## src/rtl/hazard_sequencer.sv

```systemverilog
// Pipeline hazard controller for the 5-stage core: forwarding selects, stall/flush
// generation, instruction/data memory wait sequencing and a stall-cycle counter.
module hazard_sequencer #(
  parameter int word_width     = 32,
  parameter int reg_addr_width = 5
) (
  input  logic                      clk,
  input  logic                      reset,
  input  logic [reg_addr_width-1:0] Rs1D,
  input  logic [reg_addr_width-1:0] Rs2D,
  input  logic [reg_addr_width-1:0] Rs1E,
  input  logic [reg_addr_width-1:0] Rs2E,
  input  logic [reg_addr_width-1:0] RdE,
  input  logic                      ResultSrcE0,
  input  logic                      PCSrcE,
  input  logic [reg_addr_width-1:0] RdM,
  input  logic                      RegWriteM,
  input  logic                      MemAccessM,
  input  logic [reg_addr_width-1:0] RdW,
  input  logic                      RegWriteW,
  input  logic                      imem_ready,
  input  logic                      dmem_ready,
  output logic                      StallF,
  output logic                      StallD,
  output logic                      StallE,
  output logic                      StallM,
  output logic                      FlushD,
  output logic                      FlushE,
  output logic                      FlushW,
  output logic [1:0]                ForwardAE,
  output logic [1:0]                ForwardBE,
  output logic [1:0]                state,
  output logic [word_width-1:0]     stall_count
);

  typedef enum logic [1:0] {
    RUN   = 2'b00,
    IWAIT = 2'b01,
    IDROP = 2'b10,
    DWAIT = 2'b11
  } state_t;

  state_t                state_q, state_d;
  logic [word_width-1:0] count_q;
  logic                  lwStall, dwait, iwait;

  assign lwStall = ResultSrcE0 && (RdE != '0) && ((RdE == Rs1D) || (RdE == Rs2D));
  assign dwait   = MemAccessM && !dmem_ready;
  assign iwait   = !imem_ready;

  // M-stage result wins over W; x0 never forwards.
  always_comb begin
    ForwardAE = 2'b00;
    ForwardBE = 2'b00;
    if (!reset) begin
      if (RegWriteM && (RdM != '0) && (RdM == Rs1E))
        ForwardAE = 2'b10;
      else if (RegWriteW && (RdW != '0) && (RdW == Rs1E))
        ForwardAE = 2'b01;
      if (RegWriteM && (RdM != '0) && (RdM == Rs2E))
        ForwardBE = 2'b10;
      else if (RegWriteW && (RdW != '0) && (RdW == Rs2E))
        ForwardBE = 2'b01;
    end
  end

  // A pending data access freezes everything, deferring any redirect until M completes.
  always_comb begin
    StallF = 1'b0;
    StallD = 1'b0;
    StallE = 1'b0;
    StallM = 1'b0;
    FlushD = 1'b0;
    FlushE = 1'b0;
    FlushW = 1'b0;
    if (!reset) begin
      if (dwait) begin
        StallF = 1'b1;
        StallD = 1'b1;
        StallE = 1'b1;
        StallM = 1'b1;
        FlushW = 1'b1;
      end else if (PCSrcE) begin
        FlushD = 1'b1;
        FlushE = 1'b1;
      end else if (lwStall) begin
        StallF = 1'b1;
        StallD = 1'b1;
        FlushE = 1'b1;
      end else if (iwait) begin
        StallF = 1'b1;
        FlushD = 1'b1;
      end else if (state_q == IDROP) begin
        FlushD = 1'b1;
      end
    end
  end

  // IDROP survives a data wait so the stale fetch is still discarded afterwards.
  always_comb begin
    state_d = state_q;
    if (dwait) begin
      state_d = (state_q == IDROP) ? IDROP : DWAIT;
    end else begin
      case (state_q)
        RUN:   if (iwait) state_d = PCSrcE ? IDROP : IWAIT;
        IWAIT: begin
          if (imem_ready)  state_d = RUN;
          else if (PCSrcE) state_d = IDROP;
        end
        IDROP: if (imem_ready) state_d = RUN;
        DWAIT: state_d = RUN;
        default: state_d = RUN;
      endcase
    end
  end

  always_ff @(posedge clk or posedge reset) begin
    if (reset) begin
      state_q <= RUN;
      count_q <= '0;
    end else begin
      state_q <= state_d;
      if (StallF)
        count_q <= count_q + word_width'(1);
    end
  end

  assign state       = state_q;
  assign stall_count = count_q;

endmodule

```

## config.mk

```make
export PLATFORM = sky130hd
export DESIGN_NAME = hazard_sequencer
export DESIGN_NICKNAME = d
export VERILOG_FILES = /design/src/rtl/hazard_sequencer.sv
export SDC_FILE = /design/constraint.sdc
export NUM_CORES = 1
export LEC_CHECK = 0
export ABC_AREA = 1
export ABC_CLOCK_PERIOD_IN_PS = 3000
export CAP_MARGIN = 20
export CORE_MARGIN = 2
export CORE_UTILIZATION = 49
export CTS_BUF_LIST = sky130_fd_sc_hd__clkbuf_8
export DETAILED_ROUTE_END_ITERATION = 16
export PLACE_DENSITY = 0.91
export SYNTH_ARGS = -nofsm -noshare
export SYNTH_HDL_FRONTEND = slang
export SYNTH_SLANG_ARGS = --single-unit
```

## constraint.sdc

```tcl
create_clock -name clk -period 3 [get_ports clk]
set_input_delay 0.6 -clock clk [delete_from_list [all_inputs] [get_ports clk]]
set_output_delay 0.6 -clock clk [all_outputs]
set_load 0.02 [all_outputs]
```

# After elaboration in Yosys (flattened, before gate mapping)
# Cells that the tools add are included.
# totals
ramBits	0
mem_count	0
input_bits	44
latch_bits	0
output_inout_bits	45
reg_bits	34
mem_bits_ro	0
# classes
n_shift	0
n_mux	34
n_lt_le_gt_ge	0
addsub	1
n_eq_ne	12
div_mod_pow	0
reduce_logical	16
bitwise	0
multipliers	0
# ops
cell	n
$add 32x1->32 const B	1
$eq 5x5->1	6
$mux 1	23
$mux 2	10
$reduce_bool 5->1	3
$logic_and 1x1->1	9
$pmux 2 s4	1
$ne 3x3->1 const B	2
$eq 2x2->1 const B	2
$ne 4x4->1 const B	1
$reduce_and 3->1	1
$eq 2x1->1 const B	1
$logic_not 2->1	1
$logic_not 1->1	1
$logic_or 1x1->1	1

# Logic depth before layout (Yosys ltp)
# Gate-level depths: netlist of the first run.
# logic_depth
depth_word	7
ltp_mapped	13
mapped_depth_nobuf	11

# Worst setup path before layout of the first run
# No wires, ideal clock.
# synth_timing
path_kind	input -> register
start	input reset
end	register count_q[23] (netlist: stall_count[23])
setup_slack_ns	0.569
required_time_ns	2.928
cell_stages	5
path_buffers	2
arrival_ns	2.358
path_cell_list	clkbuf_1 > inv_1 > clkbuf_1 > nand3_1 > nand2_1
# synth_between
elab_chain_cells	1
# synth_rtl
element	line_no	source
start: declaration	8	input logic reset,
$mux 1	76	if (!reset) begin
end signal: assignment	125	count_q <= count_q + word_width'(1);
end: declaration	44	logic [word_width-1:0] count_q;
# No other way between the ends.
# A chain may end at the register's enable or synchronous reset.

# Worst setup path after layout of the first run
# layout_timing
start	input RdM[2]
end	output ForwardBE[1]
# layout_between
elab_chain_cells	5
word_cells_on_any_way	6
# layout_rtl
element	line_no	source
start: declaration	16	input logic [reg_addr_width-1:0] RdM,
$reduce_bool 5->1	60	if (RegWriteM && (RdM != '0) && (RdM == Rs2E))
$logic_and 1x1->1	60	
$logic_and 1x1->1 *	60	
$mux 2 *	60	
$mux 2 *	55	if (!reset) begin
end: declaration	31	output logic [1:0] ForwardBE,
# Mark *: on every way between the ends. The rest lies on a longest branch, timed or not.

==> metrics.md, run 1 <==
| Metric | Value |
|---|---|
| Pins Over Slew Limit | 0 |
| DRC | 0 |
| Post-Synth XOR/XNOR Area | 13.60% |
| Crit path time final | 2.860 ns |
| Total of max-cap violations | 0 |
| Clock sinks | 34 |
| Via density | 5.188 |
| FILL cells | 477 |
| Max Fclk | 0.3497 GHz |
| Pre-CTS WS | -0.08560 ns |
| IO buf count | 88 |
| Post-Syn Area | 0.002833 mm2 |
| Num rows | 27 |
| Setup repair bufs after CTS | 0 |
| Crit start category | primary input |
| Simple logic cell fraction of the synthesized area | 44.17% |
| Hold slack | 0.5033 ns |
| Total grt overflow | 0 |
| Worst path bufs/invs | 2 |
| Root Buffer | clkbuf_8 |
| CP cell instances | clkdlybuf4s50_1 > xnor2_1 > nand4_1 > nor2_1 > nand2_1 > nor2_1 > clkdlybuf4s50_1 |
| Worst hold-check path type | reg2reg |
| Warnings from Yosys | 0 |
| TritonCTS Buffers | 5 |
| Crit Path Max Fanout | 3 |
| RSZ-0062 raised after global routing | false |
| Count of cell types in the netlist | 28 |
| Avg WL per Cell | 13.22 um |
| Crit. End Element | primary output |
| Synth Area per Inst | 6.337 um2 |
| Max Root-Sink Buffers | 2 |
| Synth Register Bits | 34 |
| Layout Skew | 0.005886 ns |
| Largest net degree at the start of global routing | 63 |
| Final Hold Viols | 0 |
| CP Class | in2out |
| Dpl hpwl | 6103 um |
| Die width | 80.04 um |
| Max incr delay on CP | 0.61 ns |
| Antenna violations before repair | 0 |
| Layout cells sized above 1 | 4.128% |
| Synth Area in Adders | 0.4417% |
| Synthesized instance count | 447 |
| Wire length of the first global-routing pass | 13360 um |
| Total Routed Length | 7997 um |
| Slew margin rel. | 54.37% |
| Power per Cell Area | 321.4 mW/mm2 |
| Top delay family on crit path | buffers and inverters |
| Outcome | complete, no violations |
| Diodes inserted | 0 |
| Arr. time, crit path | 2.26 ns |
| Multiplexer area fraction after synthesis | 0% |
| Maximum vdd drop | 0.2639 mV |
| Final ANT Viol Nets | 0 |
| Clk slew on worst S/H paths | 0.06 ns |
| Post-route cell area | 0.003845 mm2 |
| Slowest-stage cell, CP | clkdlybuf4s50_1 |
| Largest family of logic cells by synthesized area | simple AND/OR/NAND/NOR gates |
| Number of synthesized flops with an enable pin | 0 |
| Sequential element share of the synthesized area | 30.04% |
| NumNets Final | 578 |
| Finished Core Util | 69.40% |
| Initial core utilization | 51.13% |
| Net count after synthesis | 492 |
| Vias in the first global route | 2919 |
| Total GRT Usage | 26.11% |
| Worst-Margin Slew | 0.6845 ns |
| Worst skew pair latency | 0.29 ns |
| Die area | 0.006406 mm2 |
| CTS tree | built |
| Leak pwr | 1.870 nW |
| Final setup viols | 0 |
| Required time of the critical path | 2.40 ns |
| Area fraction in compound gates after synthesis | 2.120% |
| P&R area growth vs syn | 35.73% |
| Placed Instance Area | 0.003756 mm2 |
| Async SR Flop Fraction | 100.0% |
| Core Area | 0.005540 mm2 |
| Drt initial violations | 231 |
| Ys flop type | dfrtp_1 |
| Pre-antenna DRT Iters | 5 |
| Share of the cycle needed by the critical path after routing | 95.32% |
| GP Congestion | 0.9338 |
| Die Y-Extent | 80.04 um |
| H-tree depth | 2 |
| Vias | 3139 |
| Cts hold-fix bufs | 0 |
| Io pins | 89 |
| Final worst slack | 0.1405 ns |
==> Yosys cell counts (3+ instances only) <==
master | number | share of area (%)
clkbuf_1 | 4 | 0.53
o21ai_0 | 4 | 0.71
nand3_1 | 44 | 7.8
nand3b_1 | 5 | 1.3
buf_2 | 5 | 0.88
xor2_1 | 25 | 7.7
or2_2 | 3 | 0.66
nor4_1 | 3 | 0.66
nor2_1 | 53 | 7.0
nor3_1 | 12 | 2.1
nand4_1 | 8 | 1.8
inv_2 | 3 | 0.40
inv_1 | 49 | 6.5
nand2_1 | 160 | 21
xnor2_1 | 19 | 5.9
dfrtp_1 | 34 | 30
==> cells by family (layout without fill, tap and decap cells) <==
family / count (synthesis) / count (layout)
XOR/XNOR: 44 / 44
AND/OR/NAND/NOR: 293 / 293
buffers and inverters: 65 / 151
AO/OA/AOI/OAI: 10 / 10
adder cells (fa/ha/maj): 1 / 1
flip-flops: 34 / 34
==> sequential cells by signal (all words and copies together) (netlist names) <==
register and count:
state 2, stall_count 32
==> path summary, 6_finish.rpt <==
check / from / end / slack (ns) / cells after the start
max: RdM[2] / ForwardBE[1] / 0.14 / 7
max reg2reg: stall_count[0] / stall_count[28] / 1.05 / 10
min in group asynchronous: reset / stall_count[21] / 0.89 / 3
min reg2reg: stall_count[25] / stall_count[25] / 0.50 / 2
min: stall_count[25] / stall_count[25] / 0.50 / 2
max in group asynchronous: reset / stall_count[15] / 1.65 / 3
==> worst reg2reg max path: stages (launching register included) <==
cell and delay (ns):
dfrtp_1 0.41, ha_1 0.29, inv_1 0.11, nor2_1 0.36, nand3_1 0.21, inv_1 0.12, nand2_1 0.06, nand2_1 0.06
nand2_1 0.06, nand3_1 0.09, nand2_1 0.07
==> per-layer routing <==
layer / GRT usage [%] / vias up / part of all wire, %
met1: 35.84 / 1455 / 44
met2: 42.67 / 111 / 48
met4: 7.288 / 0 / 1.6
met5: 0 / - / 0
li1: - / 1558 / -
met3: 4.072 / 15 / 5.7
==> layout make-up <==
| cell class | count | area [um2] | area share (%) |
|---|---|---|---|
| inverters | 52 | 195.2 | 5.076 |
| repair buffers | 92 | 920.9 | 23.95 |
| multi-input cells | 348 | 1709 | 44.45 |
| flip-flops and latches | 34 | 850.8 | 22.13 |
| well taps | 72 | 90.09 | 2.343 |
| clock buffers | 5 | 68.82 | 1.790 |
| clock inverters | 2 | 10.01 | 0.2603 |
==> power by group <==
| group | switching [W] | internal, W | total (W) | leakage, nW |
|---|---|---|---|---|
| combinational | 0.000206 | 0.000176 | 0.000382 | 1.36 |
| clock | 0.000164 | 0.000156 | 0.000319 | 0.0438 |
| sequential | 0.0000463 | 0.000488 | 0.000534 | 0.467 |
==> metrics by stage <==
stage / power (W) / TNS (ns) / instances
after floorplan: 0.0007375 / 0 / 447
after global placement: 0.0009113 / -0.03529 / 598
after detailed placement: 0.0009224 / -0.1609 / 598
after CTS: 0.001237 / 0 / 605
after global routing: 0.001290 / 0 / 605
final: 0.001236 / 0 / 605
==> cell usage in the layout (no fill, tap or decap), types with 2 or more instances in the layout <==
cell             instances
dlygate4sd2_1            2
dlymetal6s2s_1           5
nand3b_1                 5
inv_1                   48
o21ai_0                  4
nand3_1                 44
inv_2                    4
clkbuf_8                 5
nand4_1                  8
nand2_1                160
xor2_1                  25
or2_2                    3
nor4_1                   3
a21oi_1                  2
buf_4                    4
clkdlybuf4s50_1         81
clkinv_2                 2
xnor2_1                 19
dfrtp_1                 34
nor2_1                  53
nor3_1                  12
a31oi_1                  2
==> repair_timing <==
| action | 4_1_cts | 5_1_grt |
|---|---|---|
| gates cloned | 0 | 0 |
| gates resized for setup | 2 | 5 |
| setup endpoints to repair | 2 | 5 |
Note: power is estimated with default switching activity, not from simulation.
==> run 2: changes to the inputs <==
- RECOVER_POWER: default -> 25
==> run 2 against run 1 <==
Final cell count did not move. Critical path depth did not move. Global-route usage is the same. Critical path type unchanged. Largest power group unchanged. Highest routed layer unchanged.
==> metrics.md, run 2 (synthesized netlist as in run 1, its figures left out) <==
| Metric | Value |
|---|---|
| Clock sinks | 34 (unchanged) |
| Min-delay src | stall_count[25] |
| Outcome | complete, no violations |
| P&R area growth vs syn | 35.65% (about the same) |
| Pre-CTS WS | -0.08560 ns (unchanged) |
| Core Area | 0.005540 mm2 (unchanged) |
| Post-CTS resize count | 2 (unchanged) |
| Total Routed Length | 7976 um (-0.26%) |
| Via density | 5.177 (-0.22%) |
| Initial core utilization | 51.13% (unchanged) |
| NumNets Final | 578 (unchanged) |
| Io pins | 89 (unchanged) |
| Reg-to-reg setup timing slack | 1.03 ns (-0.02 ns) |
| DRC | 0 (unchanged) |
| Drt initial violations | 254 (+10%) |
| Total power | 0.001234 W (-0.13%) |
| Worst skew pair latency | 0.29 ns (about the same) |
| Final setup viols | 0 (unchanged) |
| Max Root-Sink Buffers | 2 (unchanged) |
| Die Y-Extent | 80.04 um (unchanged) |
| Required time of the critical path | 2.40 ns (about the same) |
| Crit Path Max Fanout | 3 (unchanged) |
| Antenna violations before repair | 0 (unchanged) |
| Total grt overflow | 0 (unchanged) |
| CP Class | in2out |
| Diodes inserted | 0 (unchanged) |
| Power per Cell Area | 321.2 mW/mm2 (about the same) |
| Commonest non-fill, non-tap cell in the layout | nand2_1 |
| Pins Over Slew Limit | 0 (unchanged) |
| Min-Delay Path Depth | 2 (unchanged) |
| Max reg flops | 32 (unchanged) |
| Final worst slack | 0.1404 ns (-0.000005000 ns) |
| Slowest-stage cell, CP | clkdlybuf4s50_1 |
| Pre-antenna DRT Iters | 5 (unchanged) |
| H-tree depth | 2 (unchanged) |
| Final ANT Viol Nets | 0 (unchanged) |
| Die width | 80.04 um (unchanged) |
| Share of the cycle needed by the critical path after routing | 95.32% (about the same) |
| Setup repair bufs after CTS | 0 (unchanged) |
| Largest net degree at the start of global routing | 63 (unchanged) |
| TritonCTS Buffers | 5 (unchanged) |
| Reg-to-reg endpoint | stall_count[28] |
| CTS tree | built |
| RSZ-0062 raised after global routing | false |
| Finished Core Util | 69.35% (about the same) |
| Clk slew on worst S/H paths | 0.06 ns (about the same) |
| FILL cells | 478 (+0.21%) |
| Leak pwr | 1.870 nW (about the same) |
| Worst-Margin Slew | 1.349 ns (+0.6646 ns) |
| Num rows | 27 (unchanged) |
| Maximum vdd drop | 0.2639 mV (about the same) |
| Crit start category | primary input |
| Total GRT Usage | 26.11% (unchanged) |
| Max incr delay on CP | 0.61 ns (about the same) |
| Die area | 0.006406 mm2 (unchanged) |
| Total of max-cap violations | 0 (unchanged) |
| Vias in the first global route | 2919 (unchanged) |
| Setup TNS | 0 ns (unchanged) |
| Cts hold-fix bufs | 0 (unchanged) |
| Wire length of the first global-routing pass | 13360 um (unchanged) |
| Crit path time final | 2.860 ns (+0.000005000 ns) |
| Vias | 3132 (-0.22%) |
| Worst r2r src | stall_count[0] |
| GP Congestion | 0.9338 (unchanged) |
| Final Hold Viols | 0 (unchanged) |
| Worst reg2reg path depth | 10 (unchanged) |
| Dpl hpwl | 6103 um (unchanged) |
| Worst hold-check path type | reg2reg |
| CP cell instances | clkdlybuf4s50_1 > xnor2_1 > nand4_1 > nor2_1 > nand2_1 > nor2_1 > clkdlybuf4s50_1 |
| Max Fclk | 0.3497 GHz (about the same) |
| IO buf count | 88 (unchanged) |
| Slew margin rel. | 10.06% (-44 points) |
| Crit. End Element | primary output |
| Avg WL per Cell | 13.18 um (-0.26%) |
| Layout Skew | 0.006509 ns (+0.0006226 ns) |
| Layout cells sized above 1 | 3.940% (-0.19 points) |
| Arr. time, crit path | 2.26 ns (about the same) |
| Most frequent cells in the layout | nand2_1 (160), clkdlybuf4s50_1 (80), nor2_1 (53), inv_1 (49), nand3_1 (44) |
| Root Buffer | clkbuf_8 |
| Hold Path Sink | stall_count[25] |
[run 2: through the flow]
| stage | hold slack (ns) | instances | area (um2) |
|---|---|---|---|
| floorplan | 0.5937 | 447 | 2833 |
| global placement | 0.4847 | 598 | 3756 |
| detailed placement | 0.4913 | 598 | 3756 |
| CTS | 0.5059 | 605 | 3832 |
| global route | 0.5564 | 605 | 3842 |
| finish | 0.5032 | 605 | 3842 |
[run 2: critical path: cells and delay by family]
family | cells | cell delay, ns
XOR/XNOR | 1 | 0.15
buffers and inverters | 2 | 1.15
AND/OR/NAND/NOR | 4 | 0.37
[run 2: worst max-delay path by stage]
stage / startpoint / to / slack [ns]
after floorplan: reset / stall_count[23] / 0.57
after global placement: RdE[4] / StallD / -0.02
after detailed placement: RdE[1] / StallD / -0.09
after CTS: RdE[1] / FlushE / 0.009
after global routing: RdM[2] / ForwardBE[1] / 0.02
final: RdM[2] / ForwardBE[1] / 0.14
[run 2: metal layers]
metal	vias up	global-route usage, %	part of all wire [%]
met5	-	0	0
met4	0	7.288	1.6
met3	15	4.072	5.8
met2	109	42.67	48
met1	1451	35.84	45
li1	1557	-	-
[run 2: where the power goes]
part / internal (W) / total, W / switching [W]
clock network: 0.000156 / 0.000319 / 0.000163
logic: 0.000175 / 0.000381 / 0.000206
registers: 0.000488 / 0.000534 / 0.0000460
[run 2: layout make-up]
class	count	area [um2]	area share (%)
clock buffer	5	68.82	1.791
timing repair buffer	92	918.4	23.90
inverter	52	195.2	5.080
tap	72	90.09	2.345
multi-input combinational	348	1709	44.48
clock inverter	2	10.01	0.2605
sequential	34	850.8	22.14
==> RTL change: new RTL, flow settings as in run 1 <==
Set the parameter `word_width` to 40 (it was 32).
--- a/src/rtl/hazard_sequencer.sv
+++ b/src/rtl/hazard_sequencer.sv
@@ -3,3 +3,3 @@
 module hazard_sequencer #(
-  parameter int word_width     = 32,
+  parameter int word_width     = 40,
   parameter int reg_addr_width = 5
Interface: changed (resized stall_count); port bits go from 89 to 97. No check against the original RTL was run, so the function may have changed too.
==> RTL change against run 1 <==
  * Count of clock-buffer cells in the layout did not move
  * Hold slack improved by 9.0 ps
  * Sequential cell count rose by 8
  * Largest cell class unchanged
  * Total power rose by 20%
  * Fmax fell by 1.0%
  * Synthesized area rose by 24%
  * Synthesized cell count rose by 23%
  * Highest routed layer unchanged
  * Final area rose by 21%
  * Setup slack got worse by 30 ps
  * Routed wire length rose by 26%
  * Clock power rose by 36%
  * Sequential power rose by 23%
  * Clock skew rose by 2.3 ps
==> RTL change: results (changes against run 1) <==
outcome:
  status: "finished, final reports clean"
synthesis:
  syn-num-nets: 597  # +21%
  syn-instance-count: 552  # +23%
  ys_ff_latch: 42  # +24%
final_layout:
  final-clk-cell-share_pct: 2.28  # +0.23 points
  buffers_excl_clock: 105  # +14%
  multi_input_cells: 431  # +24%
  fin_cells: 746  # +23%
global_routing:
  grt_pass1_vias: 3634  # +24%
  grt_max_degree: 48  # -24%
  track_usage_pct: 26.7  # +0.63 points
  use_met1_pct: 35.6  # -0.22 points
  grtUsageMet3_pct: 3.45  # -0.62 points
  grt_use_met2_pct: 45.9  # +3.3 points
critical_path:
  arrival_ps: 2290  # +30 ps
  r2r_end: "stall_count[30]"
  cp_max_fo: 7  # +4
hold_path:
  holdPathEnd: "stall_count[39]"
  worstHoldStart: "stall_count[39]"
clock_tree:
  cts_resized: 7  # +5
placed_design:
  place_hpwl_um: 7910  # +30%
  dp_cells: 738  # +23%
  gp_congestion: 0.954  # +2.2%
power:
  p_leak_uw: 0.00208  # +11%
sta:
  hold_slack_ps: 512  # +8.97 ps
==> RTL change: cell count changes after synthesis, sizes merged, moves of 5 or more <==
cell / run 1 / this run
nand4: 8 / 14
a21oi: 2 / 9
nor3: 12 / 19
nand3b: 5 / 0
nor2: 54 / 71
nand3: 46 / 57
inv: 52 / 64
xnor2: 19 / 13
nand2: 161 / 204
dfrtp: 34 / 42
==> RTL change: power by group <==
group	switching [uW]	internal, uW	leakage (uW)	total [uW]
clock	192	242	0.0000607	434
sequential	63.3	595	0.000578	658
combinational	217	180	0.00144	397
==> RTL change: through the flow <==
step / TNS (ps) / power (uW)
after detailed placement: -321 / 1060
after floorplan: 0 / 877
final: 0 / 1490
after global placement: -45.6 / 1050
after CTS: 0 / 1490
after global routing: 0 / 1560
==> RTL change: worst max-delay path by stage <==
stage / slack (ps) / from / end
4_1_cts: 50 / RdE[0] / FlushD
3_3_place_gp: -20 / RdE[4] / StallF
3_5_place_dp: -90 / RdW[2] / ForwardBE[0]
5_1_grt: 50 / RdW[2] / ForwardBE[0]
2_1_floorplan: 270 / reset / stall_count[10]
6_report: 110 / reset / StallE
==> RTL change: layer usage <==
metal | part of all wire (%) | up-vias
met5 | 0 | -
met4 | 1.5 | 0
met3 | 4.8 | 15
met2 | 49 | 129
met1 | 45 | 1817
li1 | - | 1934
==> RTL change: cell families (layout without fill, tap and decap cells) <==
family / Yosys count / in the layout / synth area share (%)
fa+ha+maj: 1 / 1 / 0.356
buf+inv: 79 / 177 / 9.79
xor+xnor: 41 / 41 / 10.2
simple gates: 370 / 370 / 46.7
compound gates: 19 / 19 / 3.06
flops: 42 / 42 / 29.9
==> RTL change: worst max-delay path: stages <==
cell	delay, ps
clkdlybuf4s50_1	480
buf_4	180
buf_4	160
nor2_1	220
clkdlybuf4s50_1	660
